$ cat src/rtl/mem_port_arbiter.sv
// Single-port memory arbiter for data, fetch and loader requesters.
// Fixed priority with fetch anti-starvation; one transaction per IDLE->ISSUE->WAIT->ACK pass.
module mem_port_arbiter #(
  parameter int AW         = 10,
  parameter int DW         = 32,
  parameter int LAT        = 1,
  parameter int STARVE_MAX = 4
) (
  input  logic          clk1,
  input  logic          rst_n,
  input  logic          halted,
  input  logic          d_req,
  input  logic          d_we,
  input  logic [AW-1:0] d_addr,
  input  logic [DW-1:0] d_wdata,
  output logic          d_ack,
  output logic [DW-1:0] d_rdata,
  input  logic          f_req,
  input  logic [AW-1:0] f_addr,
  output logic          f_ack,
  output logic [DW-1:0] f_rdata,
  input  logic          l_req,
  input  logic          l_we,
  input  logic [AW-1:0] l_addr,
  input  logic [DW-1:0] l_wdata,
  output logic          l_ack,
  output logic [DW-1:0] l_rdata,
  output logic          mem_en,
  output logic          mem_we,
  output logic [AW-1:0] mem_addr,
  output logic [DW-1:0] mem_wdata,
  input  logic [DW-1:0] mem_rdata,
  output logic          busy,
  output logic [1:0]    owner
);

  typedef enum logic [1:0] {IDLE, ISSUE, WAIT, ACK} state_e;
  typedef enum logic [1:0] {OWN_NONE = 2'b00, OWN_D = 2'b01, OWN_F = 2'b10, OWN_L = 2'b11} own_e;

  localparam int CW = (LAT > 1) ? $clog2(LAT) : 1;
  localparam int SW = $clog2(STARVE_MAX + 1);
  localparam logic [CW-1:0] WAIT_LAST  = CW'(LAT - 1);
  localparam logic [SW-1:0] STARVE_TOP = SW'(STARVE_MAX);

  state_e        state, state_d;
  own_e          win, lat_owner;
  logic          elig_d, elig_f, elig_l, arb;
  logic          win_we, lat_we;
  logic [AW-1:0] win_addr;
  logic [DW-1:0] win_wdata;
  logic [CW-1:0] wait_cnt, wait_cnt_d;
  logic [SW-1:0] starve_cnt, starve_cnt_d;

  logic          mem_en_d, mem_we_d, busy_d, ack_d, cap;
  logic          d_ack_d, f_ack_d, l_ack_d;
  logic [AW-1:0] mem_addr_d;
  logic [DW-1:0] mem_wdata_d, d_rdata_d, f_rdata_d, l_rdata_d;
  own_e          owner_d;

  // State register plus the transaction latch loaded at arbitration
  always_ff @(posedge clk1 or negedge rst_n) begin
    if (!rst_n) begin
      state      <= IDLE;
      wait_cnt   <= '0;
      starve_cnt <= '0;
      lat_owner  <= OWN_NONE;
      lat_we     <= 1'b0;
    end else begin
      state      <= state_d;
      wait_cnt   <= wait_cnt_d;
      starve_cnt <= starve_cnt_d;
      if (arb) begin
        lat_owner <= win;
        lat_we    <= win_we;
      end
    end
  end

  // Arbitration and next-state
  always_comb begin
    elig_d = d_req & ~halted;
    elig_f = f_req & ~halted;
    elig_l = l_req;
    win    = OWN_NONE;
    if (elig_f && starve_cnt == STARVE_TOP) win = OWN_F;
    else if (elig_d)                        win = OWN_D;
    else if (elig_f)                        win = OWN_F;
    else if (elig_l)                        win = OWN_L;
    arb = (state == IDLE) && (win != OWN_NONE);

    win_we    = 1'b0;
    win_addr  = f_addr;
    win_wdata = '0;
    case (win)
      OWN_D: begin win_we = d_we; win_addr = d_addr; win_wdata = d_wdata; end
      OWN_L: begin win_we = l_we; win_addr = l_addr; win_wdata = l_wdata; end
      default: ;
    endcase

    state_d      = state;
    wait_cnt_d   = wait_cnt;
    starve_cnt_d = starve_cnt;
    case (state)
      IDLE: if (arb) begin
        state_d = ISSUE;
        if (win == OWN_F)                             starve_cnt_d = '0;
        else if (elig_f && starve_cnt != STARVE_TOP)  starve_cnt_d = starve_cnt + 1'b1;
      end
      ISSUE: begin
        state_d    = WAIT;
        wait_cnt_d = '0;
      end
      WAIT: begin
        if (wait_cnt == WAIT_LAST) state_d = ACK;
        else                       wait_cnt_d = wait_cnt + 1'b1;
      end
      ACK:     state_d = IDLE;
      default: state_d = IDLE;
    endcase
  end

  // Output next-values, decoded from state_d so every output is a flop
  always_comb begin
    mem_en_d    = arb;
    mem_we_d    = arb & win_we;
    mem_addr_d  = arb ? win_addr  : mem_addr;
    mem_wdata_d = arb ? win_wdata : mem_wdata;
    busy_d      = (state_d != IDLE);
    owner_d     = !busy_d ? OWN_NONE : (arb ? win : lat_owner);
    ack_d       = (state_d == ACK);
    d_ack_d     = ack_d && (lat_owner == OWN_D);
    f_ack_d     = ack_d && (lat_owner == OWN_F);
    l_ack_d     = ack_d && (lat_owner == OWN_L);
    cap         = (state == WAIT) && (state_d == ACK) && !lat_we;
    d_rdata_d   = (cap && lat_owner == OWN_D) ? mem_rdata : d_rdata;
    f_rdata_d   = (cap && lat_owner == OWN_F) ? mem_rdata : f_rdata;
    l_rdata_d   = (cap && lat_owner == OWN_L) ? mem_rdata : l_rdata;
  end

  always_ff @(posedge clk1 or negedge rst_n) begin
    if (!rst_n) begin
      mem_en    <= 1'b0;
      mem_we    <= 1'b0;
      mem_addr  <= '0;
      mem_wdata <= '0;
      busy      <= 1'b0;
      owner     <= OWN_NONE;
      d_ack     <= 1'b0;
      f_ack     <= 1'b0;
      l_ack     <= 1'b0;
      d_rdata   <= '0;
      f_rdata   <= '0;
      l_rdata   <= '0;
    end else begin
      mem_en    <= mem_en_d;
      mem_we    <= mem_we_d;
      mem_addr  <= mem_addr_d;
      mem_wdata <= mem_wdata_d;
      busy      <= busy_d;
      owner     <= owner_d;
      d_ack     <= d_ack_d;
      f_ack     <= f_ack_d;
      l_ack     <= l_ack_d;
      d_rdata   <= d_rdata_d;
      f_rdata   <= f_rdata_d;
      l_rdata   <= l_rdata_d;
    end
  end

endmodule

$ cat config.mk
export PLATFORM = sky130hd
export DESIGN_NAME = mem_port_arbiter
export DESIGN_NICKNAME = d
export VERILOG_FILES = /design/src/rtl/mem_port_arbiter.sv
export SDC_FILE = /design/constraint.sdc
export NUM_CORES = 1
export LEC_CHECK = 0
export CORE_MARGIN = 2
export CORE_UTILIZATION = 42
export DETAILED_ROUTE_END_ITERATION = 10
export PLACE_DENSITY = 0.87
export SYNTH_ARGS = -nofsm -noshare
export SYNTH_HDL_FRONTEND = slang
export SYNTH_SLANG_ARGS = --single-unit
$ cat constraint.sdc
create_clock -name clk1 -period 3.5 [get_ports clk1]
set_clock_uncertainty 0.15 [all_clocks]
set_input_delay 0.525 -clock clk1 [delete_from_list [all_inputs] [get_ports clk1]]
set_output_delay 0.525 -clock clk1 [all_outputs]
set_load 0.05 [all_outputs]
==> metrics.csv, run 1 <==
stage,metric,value,unit
floorplan,Initial Util,42.8,%
synth,mapped cell area,6230,um^2
worst_setup_path,worst-path fanout max,2,
worst_setup_path,critical path's slowest cell,clkdlybuf4s50_1,
synth,number of synthesized register bits,154,
grt,Total Routing Usage GR,22.0,%
timing,min Tclk post-route,2.31,ns
floorplan,Chip Height,126,um
clock_network,"Setup Fix Bufs, Post-CTS",0,
timing,Final Hold Fails,0,
clock_network,clk sinks,154,
place,HPWL Detailed,12800,um
hold_path,critical hold path startpoint,f_rdata[12],
hold_path,Hold Crit Class,reg -> reg,
synth,Synth Flop Type,dfrtp_1,
place,"worst slack, placed",1.05,ns
synth,Cells after Synth,473,
clock_network,clock buffer depth,2,
place,port bufs,279,
clock_network,later-pin clock latency in the skew report,0.41,ns
power_and_ir_drop,peak supply drop,0.535,mV
clock_network,"Hold-fix buffers, CTS",1,
worst_setup_path,Worst Path Arrival,1.64,ns
grt,initial antenna violation count,0,
worst_setup_path,CP required,2.82,ns
final_layout,share of layout cells above drive strength 1,17.6,%
timing,unrepaired setup endpoints after global routing,no,
place,Cells after DPL,914,
synth,fraction of registers with async set/reset,100,%
synth,syn_nets,612,
detailed_routing,1st-iter DRT viols,231,
synth,Mean Syn Cell Area,13.2,um^2
power_and_ir_drop,total power,11500,uW
worst_setup_path,Crit path largest cell delay,0.88,ns
place,Placed Area,9160,um^2
clock_network,Num CTS Buffers,17,
grt,global-route wire length before repair,27300,um
power_and_ir_drop,Logic pwr share,56.6,%
timing,final worst-path cycle share,66.1,%
detailed_routing,DRC errors left,0,
clock_network,CTS H-tree depth,4,
worst_setup_path,CP Class,reg -> out,
clock_network,CTS tree,done,
worst_setup_path,RR Startpoint,state[0],
final_layout,most frequent cells in the layout,"clkdlybuf4s50_1, dfrtp_1, mux2_2",
synth,top post-synthesis cells by area,"dfrtp_1, mux2_2, nor2_1",
final_layout,"most common cell after layout, fill and taps aside",clkdlybuf4s50_1,
timing,Final setup viols,0,
final_layout,# nets final,889,
detailed_routing,drt pass-1 iters,5,
worst_setup_path,CP Cell Sequence,clkdlybuf4s50_1,
clock_network,"Reg clk slew, reported paths",0.06,ns
synth,Yosys top cell area share,61.9,%
detailed_routing,Routed WL,17100,um
floorplan,area of the die,15800,um^2
final_layout,footprint of the multi-input gates,2190,um^2
synth,"area leader, netlist",dfrtp_1,
final_layout,n_diodes,0,
final_layout,Post-Layout Cell Count,947,
grt,GRT overflow,0,
final_layout,cell area after layout,9770,um^2
synth,"EDFF count, synth",0,
power_and_ir_drop,leakage power,0.00407,uW
detailed_routing,vias per cell,5.23,
final_layout,fill cell count,1026,
worst_setup_path,Startpoint Class,register,
power_and_ir_drop,Switch Pwr,5390,uW
power_and_ir_drop,Seq pwr share,27.4,%
grt,largest net degree at the start of global routing,92,
timing,fmax,433,MHz
grt,vias in the first global route,5142,
power_and_ir_drop,Pint,6130,uW
timing,Slew @ Worst Pin,0.653,ns
worst_setup_path,CP bufs+invs,1,
detailed_routing,post-route ant nets,0,
clock_network,root buffer cell,clkbuf_16,
floorplan,Core ar.,14500,um^2
clock_network,Post-CTS Resized,0,
flow_run,Max-Cap Viols,0,
timing,fin. max-slew vios,0,
floorplan,row count,44,
timing,setup tns final,0,ns
timing,Max-slew headroom,56.4,%
final_layout,Area Overhead vs Synth,57.0,%
final_layout,register area,3850,um^2
power_and_ir_drop,Clock Power Share,16.1,%
worst_setup_path,Crit. End Element,primary output,
detailed_routing,routed vias,4955,
place,routability congestion estimate,0.817,
worst_setup_path,critical path launch point,mem_addr[2],
synth,Synth cell types,38,
outcome,status,"finished, final reports clean",
floorplan,I/O pin cnt,280,
power_and_ir_drop,Power Density,1180,nW/um^2
floorplan,die width,126,um
power_and_ir_drop,switching share of total power,46.8,%
worst_setup_path,"CP delay by family, top",buffers and inverters,
synth,yosys warns,0,
detailed_routing,WL/cell,18.1,um
timing,Final Worst Setup Slack,1.19,ns
synth,"Seq/Total Area, Yosys",61.9,%
==> power groups by stage <==
stage          sequential [uW]  clock (uW)  combinational (uW)
6_report                  3150        1850                6520
5_1_grt                   3260        1970                6800
4_1_cts                   3160        1890                6570
3_5_place_dp              3180           0                6550
3_3_place_gp              3110           0                6420
2_1_floorplan             6000           0                1380
==> synthesized netlist by cell type (all sizes together) (2+ instances only) <==
cell type  instances
dfrtp            154
mux2              96
nor2              78
a221oi            32
buf               23
nand2             23
o21ai             14
inv               10
a41oi              7
clkbuf             5
ha                 5
a222oi             4
a21oi              3
and2               2
nor2b              2
nor3               2
==> kinds of logic (layout without fill, tap and decap cells) <==
| kind of cell | Yosys count | count (layout) | share of synthesized area (%) |
|---|---|---|---|
| compound gates | 67 | 67 | 8.58 |
| simple gates | 113 | 113 | 7.84 |
| mux | 96 | 96 | 17.4 |
| fa+ha+maj | 5 | 5 | 1.00 |
| buf+inv | 38 | 328 | 3.34 |
| flops | 154 | 154 | 61.9 |
==> per-stage QoR <==
stage               hold WS [ns]  util [%]
floorplan                 0.0794         -
global placement           0.320      63.0
detailed placement         0.324      63.0
CTS                        0.337      67.3
global route               0.355      67.3
finish                     0.333      67.3
==> flip-flops by register name, indices dropped and copies added (netlist names) <==
| signal | count |
|---|---|
| mem_addr | 10 |
| f_ack | 1 |
| d_ack | 1 |
| starve_cnt | 3 |
| l_rdata | 32 |
| owner | 2 |
| mem_en | 1 |
| state | 2 |
| busy | 1 |
| l_ack | 1 |
| lat_we | 1 |
| mem_wdata | 32 |
| f_rdata | 32 |
| d_rdata | 32 |
| mem_we | 1 |
| lat_owner | 2 |
==> layer usage <==
layer	vias to the layer above	GRT usage [%]	wire (um)
li1	2245	-	-
met1	2437	25.5	6590
met2	246	38.3	8750
met3	27	6.33	1350
met4	0	9.05	424
met5	-	0	0
==> worst paths after layout <==
path	end	slack, ns	depth (start not counted)
max	mem_addr[2]	1.19	1
max in group asynchronous	lat_owner[1]	1.78	3
min in group asynchronous	d_rdata[29]	0.53	2
max reg2reg	mem_addr[4]	1.31	6
min	f_rdata[12]	0.33	1
min reg2reg	f_rdata[12]	0.33	1
==> area by class of cell <==
cell class | count | share of cell area [%]
clock inverters | 10 | 1.42
well taps | 184 | 2.36
repair buffers | 286 | 29.3
clock buffers | 22 | 4.75
inverters | 10 | 0.384
multi-input cells | 281 | 22.4
flip-flops and latches | 154 | 39.4
Power figures use the tool's default switching activity.
==> inputs of run 2 (changes only) <==
--- a/config.mk
+++ b/config.mk
@@ -6,9 +6,9 @@
 export NUM_CORES = 1
 export LEC_CHECK = 0
 export CORE_MARGIN = 2
-export CORE_UTILIZATION = 42
+export CORE_UTILIZATION = 38
 export DETAILED_ROUTE_END_ITERATION = 10
-export PLACE_DENSITY = 0.87
+export PLACE_DENSITY = 0.83
 export SYNTH_ARGS = -nofsm -noshare
 export SYNTH_HDL_FRONTEND = slang
 export SYNTH_SLANG_ARGS = --single-unit
==> constraint.sdc (replaced) <==
create_clock -name clk1 -period 1.88 [get_ports clk1]
set_clock_uncertainty 0.15 [all_clocks]
set_input_delay 0.282 -clock clk1 [delete_from_list [all_inputs] [get_ports clk1]]
set_output_delay 0.282 -clock clk1 [all_outputs]
set_load 0.05 [all_outputs]
==> metrics.csv, run 2 (same netlist as run 1, synthesis figures left out) <==
stage,metric,value,unit,change
outcome,status,"finished, final reports clean",,
clock_network,CTS tree,done,,
detailed_routing,vias per cell,5.04,,-3.7%
floorplan,Initial Util,39.1,%,-3.8 points
place,routability congestion estimate,0.845,,+3.4%
worst_setup_path,CP Class,reg -> reg,,
detailed_routing,Routed WL,18700,um,+9.5%
worst_setup_path,CP Cell Sequence,"inv_1, ha_2, nor4bb_4, buf_4, clkbuf_16, mux2_2",,
detailed_routing,met2 WL,9580,um,+9.5%
power_and_ir_drop,Power Density,2150,nW/um^2,+83%
timing,min Tclk post-route,1.81,ns,
timing,Final Hold Fails,0,,unchanged
worst_setup_path,Crit. End Element,register,,
detailed_routing,routed vias,5150,,+3.9%
worst_setup_path,CP bufs+invs,3,,+2
detailed_routing,Top Metal Used,met4,,
floorplan,Chip Height,132,um,+5.0%
grt,GRT overflow,0,,unchanged
clock_network,"Reg clk slew, reported paths",0.06,ns,about the same
grt,vias in the first global route,5337,,+3.8%
final_layout,share of layout cells above drive strength 1,41.4,%,+24 points
clock_network,root buffer cell,clkbuf_16,,
worst_setup_path,RR Startpoint,state[0],,
timing,Max-slew headroom,66.9,%,+10 points
final_layout,# nets final,932,,+4.8%
floorplan,Core ar.,15900,um^2,+9.7%
timing,setup tns final,0,ns,unchanged
timing,fmax,552,MHz,
timing,final worst-path cycle share,96.4,%,
worst_setup_path,Startpoint Class,register,,
grt,global-route wire length before repair,28900,um,+6.1%
clock_network,clk sinks,154,,unchanged
final_layout,"most common cell after layout, fill and taps aside",buf_4,,
timing,unrepaired setup endpoints after global routing,yes,,
power_and_ir_drop,leakage power,0.00448,uW,+10%
detailed_routing,WL/cell,18.3,um,+1.4%
floorplan,I/O pin cnt,280,,unchanged
timing,Slew @ Worst Pin,0.496,ns,-0.157 ns
final_layout,fill cell count,1226,,+19%
floorplan,die width,132,um,+5.0%
final_layout,fin util,62.4,%,-4.8 points
final_layout,Area Overhead vs Synth,59.9,%,
detailed_routing,1st-iter DRT viols,204,,-12%
detailed_routing,met3 wire len,1480,um,+9.6%
place,HPWL Detailed,13500,um,+5.4%
place,port bufs,279,,unchanged
floorplan,area of the die,17400,um^2,+10%
clock_network,later-pin clock latency in the skew report,0.42,ns,about the same
grt,Total Routing Usage GR,21.2,%,-0.77 points
clock_network,CTS H-tree depth,4,,unchanged
worst_setup_path,"CP delay by family, top",buffers and inverters,,
timing,fin. max-slew vios,0,,unchanged
grt,largest net degree at the start of global routing,41,,-55%
worst_setup_path,critical path launch point,state[0],,
worst_setup_path,Worst Path Arrival,1.96,ns,+0.32 ns
grt,initial antenna violation count,0,,unchanged
detailed_routing,DRC errors left,0,,unchanged
timing,Final setup viols,0,,unchanged
worst_setup_path,critical path's slowest cell,dfrtp_1,,
power_and_ir_drop,peak supply drop,1.08,mV,+100%
detailed_routing,drt pass-1 iters,5,,unchanged
flow_run,Max-Cap Viols,0,,unchanged
floorplan,row count,46,,+4.5%
detailed_routing,post-route ant nets,0,,unchanged
worst_setup_path,CP required,2.03,ns,-0.79 ns
final_layout,n_diodes,0,,unchanged
hold_path,Hold Crit Class,in -> async,,
clock_network,Num CTS Buffers,17,,unchanged
clock_network,clock buffer depth,2,,unchanged
detailed_routing,WL met1,7270,um,+10%
worst_setup_path,Crit path largest cell delay,0.36,ns,-0.52 ns
worst_setup_path,worst-path fanout max,12,,+10
final_layout,most frequent cells in the layout,"buf_4, dfrtp_1, clkdlybuf4s50_1",,
[run 2: cell types whose count changed in the layout (fill, tap and decap cells not counted), moves of 3 or more]
cell,change
buf_12,+7
clkdlybuf4s50_1,-146
a221oi_1,-5
buf_4,+174
clkbuf_1,-3
clkinvlp_4,+3
buf_6,+6
a221oi_2,+5
[run 2: worst reg2reg max path, stage by stage, from the launching register on]
cell	delay (ns)
dfrtp_1	0.36
inv_1	0.07
ha_2	0.20
nor4bb_4	0.22
buf_4	0.18
clkbuf_16	0.17
mux2_2	0.34
[run 2: through the flow]
stage / std cells / setup WS (ns) / power, uW / cell area [um^2] / hold slack (ns)
after floorplan: 473 / 0.0619 / 13700 / 6230 / -0.164
after global placement: 982 / -0.194 / 17700 / 9210 / 0.0602
after detailed placement: 982 / -0.270 / 17900 / 9210 / 0.0611
after CTS: 1015 / 0.00753 / 21400 / 9820 / 0.181
after global routing: 1022 / -0.0398 / 22400 / 9960 / 0.216
final: 1022 / 0.0676 / 21400 / 9960 / 0.211
[run 2: report_power, final]
part           switching (uW)  internal [uW]
registers                 936           4960
clock network            1450           2020
logic                    7940           4120
[run 2: path summary, 6_finish.rpt]
path / endpoint / slack [ns] / depth (start not counted)
max: d_rdata[15] / 0.07 / 6
min: d_rdata[23] / 0.21 / 2
max reg2reg: d_rdata[15] / 0.07 / 6
min reg2reg: d_rdata[6] / 0.34 / 1
max in group asynchronous: l_rdata[22] / 0.81 / 3
min in group clk1: mem_addr[7] / 0.30 / 3
[run 2: layout make-up]
cell class / instances / area [um^2] / share of cell area (%)
Timing Repair Buffer: 329 / 2960 / 29.8
Sequential cell: 154 / 3850 / 38.7
Multi-Input combinational cell: 281 / 2230 / 22.4
Tap cell: 216 / 270 / 2.71
Clock buffer: 18 / 439 / 4.41
Inverter: 10 / 37.5 / 0.377
Clock inverter: 14 / 161 / 1.62
[run 2: layer usage]
metal  track usage, %  up-vias
met5                0        -
met4             7.43        0
met3             6.15       30
met2             36.9      250
met1             25.1     2534
li1                 -     2336
[run 2: what timing repair did]
item	CTS	global route
cloned	0	4
hold endpoints to repair	151	0
setup buffers	0	3
resized for setup	0	15
pin swaps	1	0
hold buffers	1	0
setup endpoints to repair	32	83
==> inputs of run 3 (changes only) <==
--- a/config.mk
+++ b/config.mk
@@ -8,6 +8,7 @@
 export CORE_MARGIN = 2
 export CORE_UTILIZATION = 38
 export DETAILED_ROUTE_END_ITERATION = 10
+export HOLD_SLACK_MARGIN = 0.1
 export PLACE_DENSITY = 0.83
 export SYNTH_ARGS = -nofsm -noshare
 export SYNTH_HDL_FRONTEND = slang
==> results of run 3 <==
Final layout, timing and power as in run 2 (identical DEF).
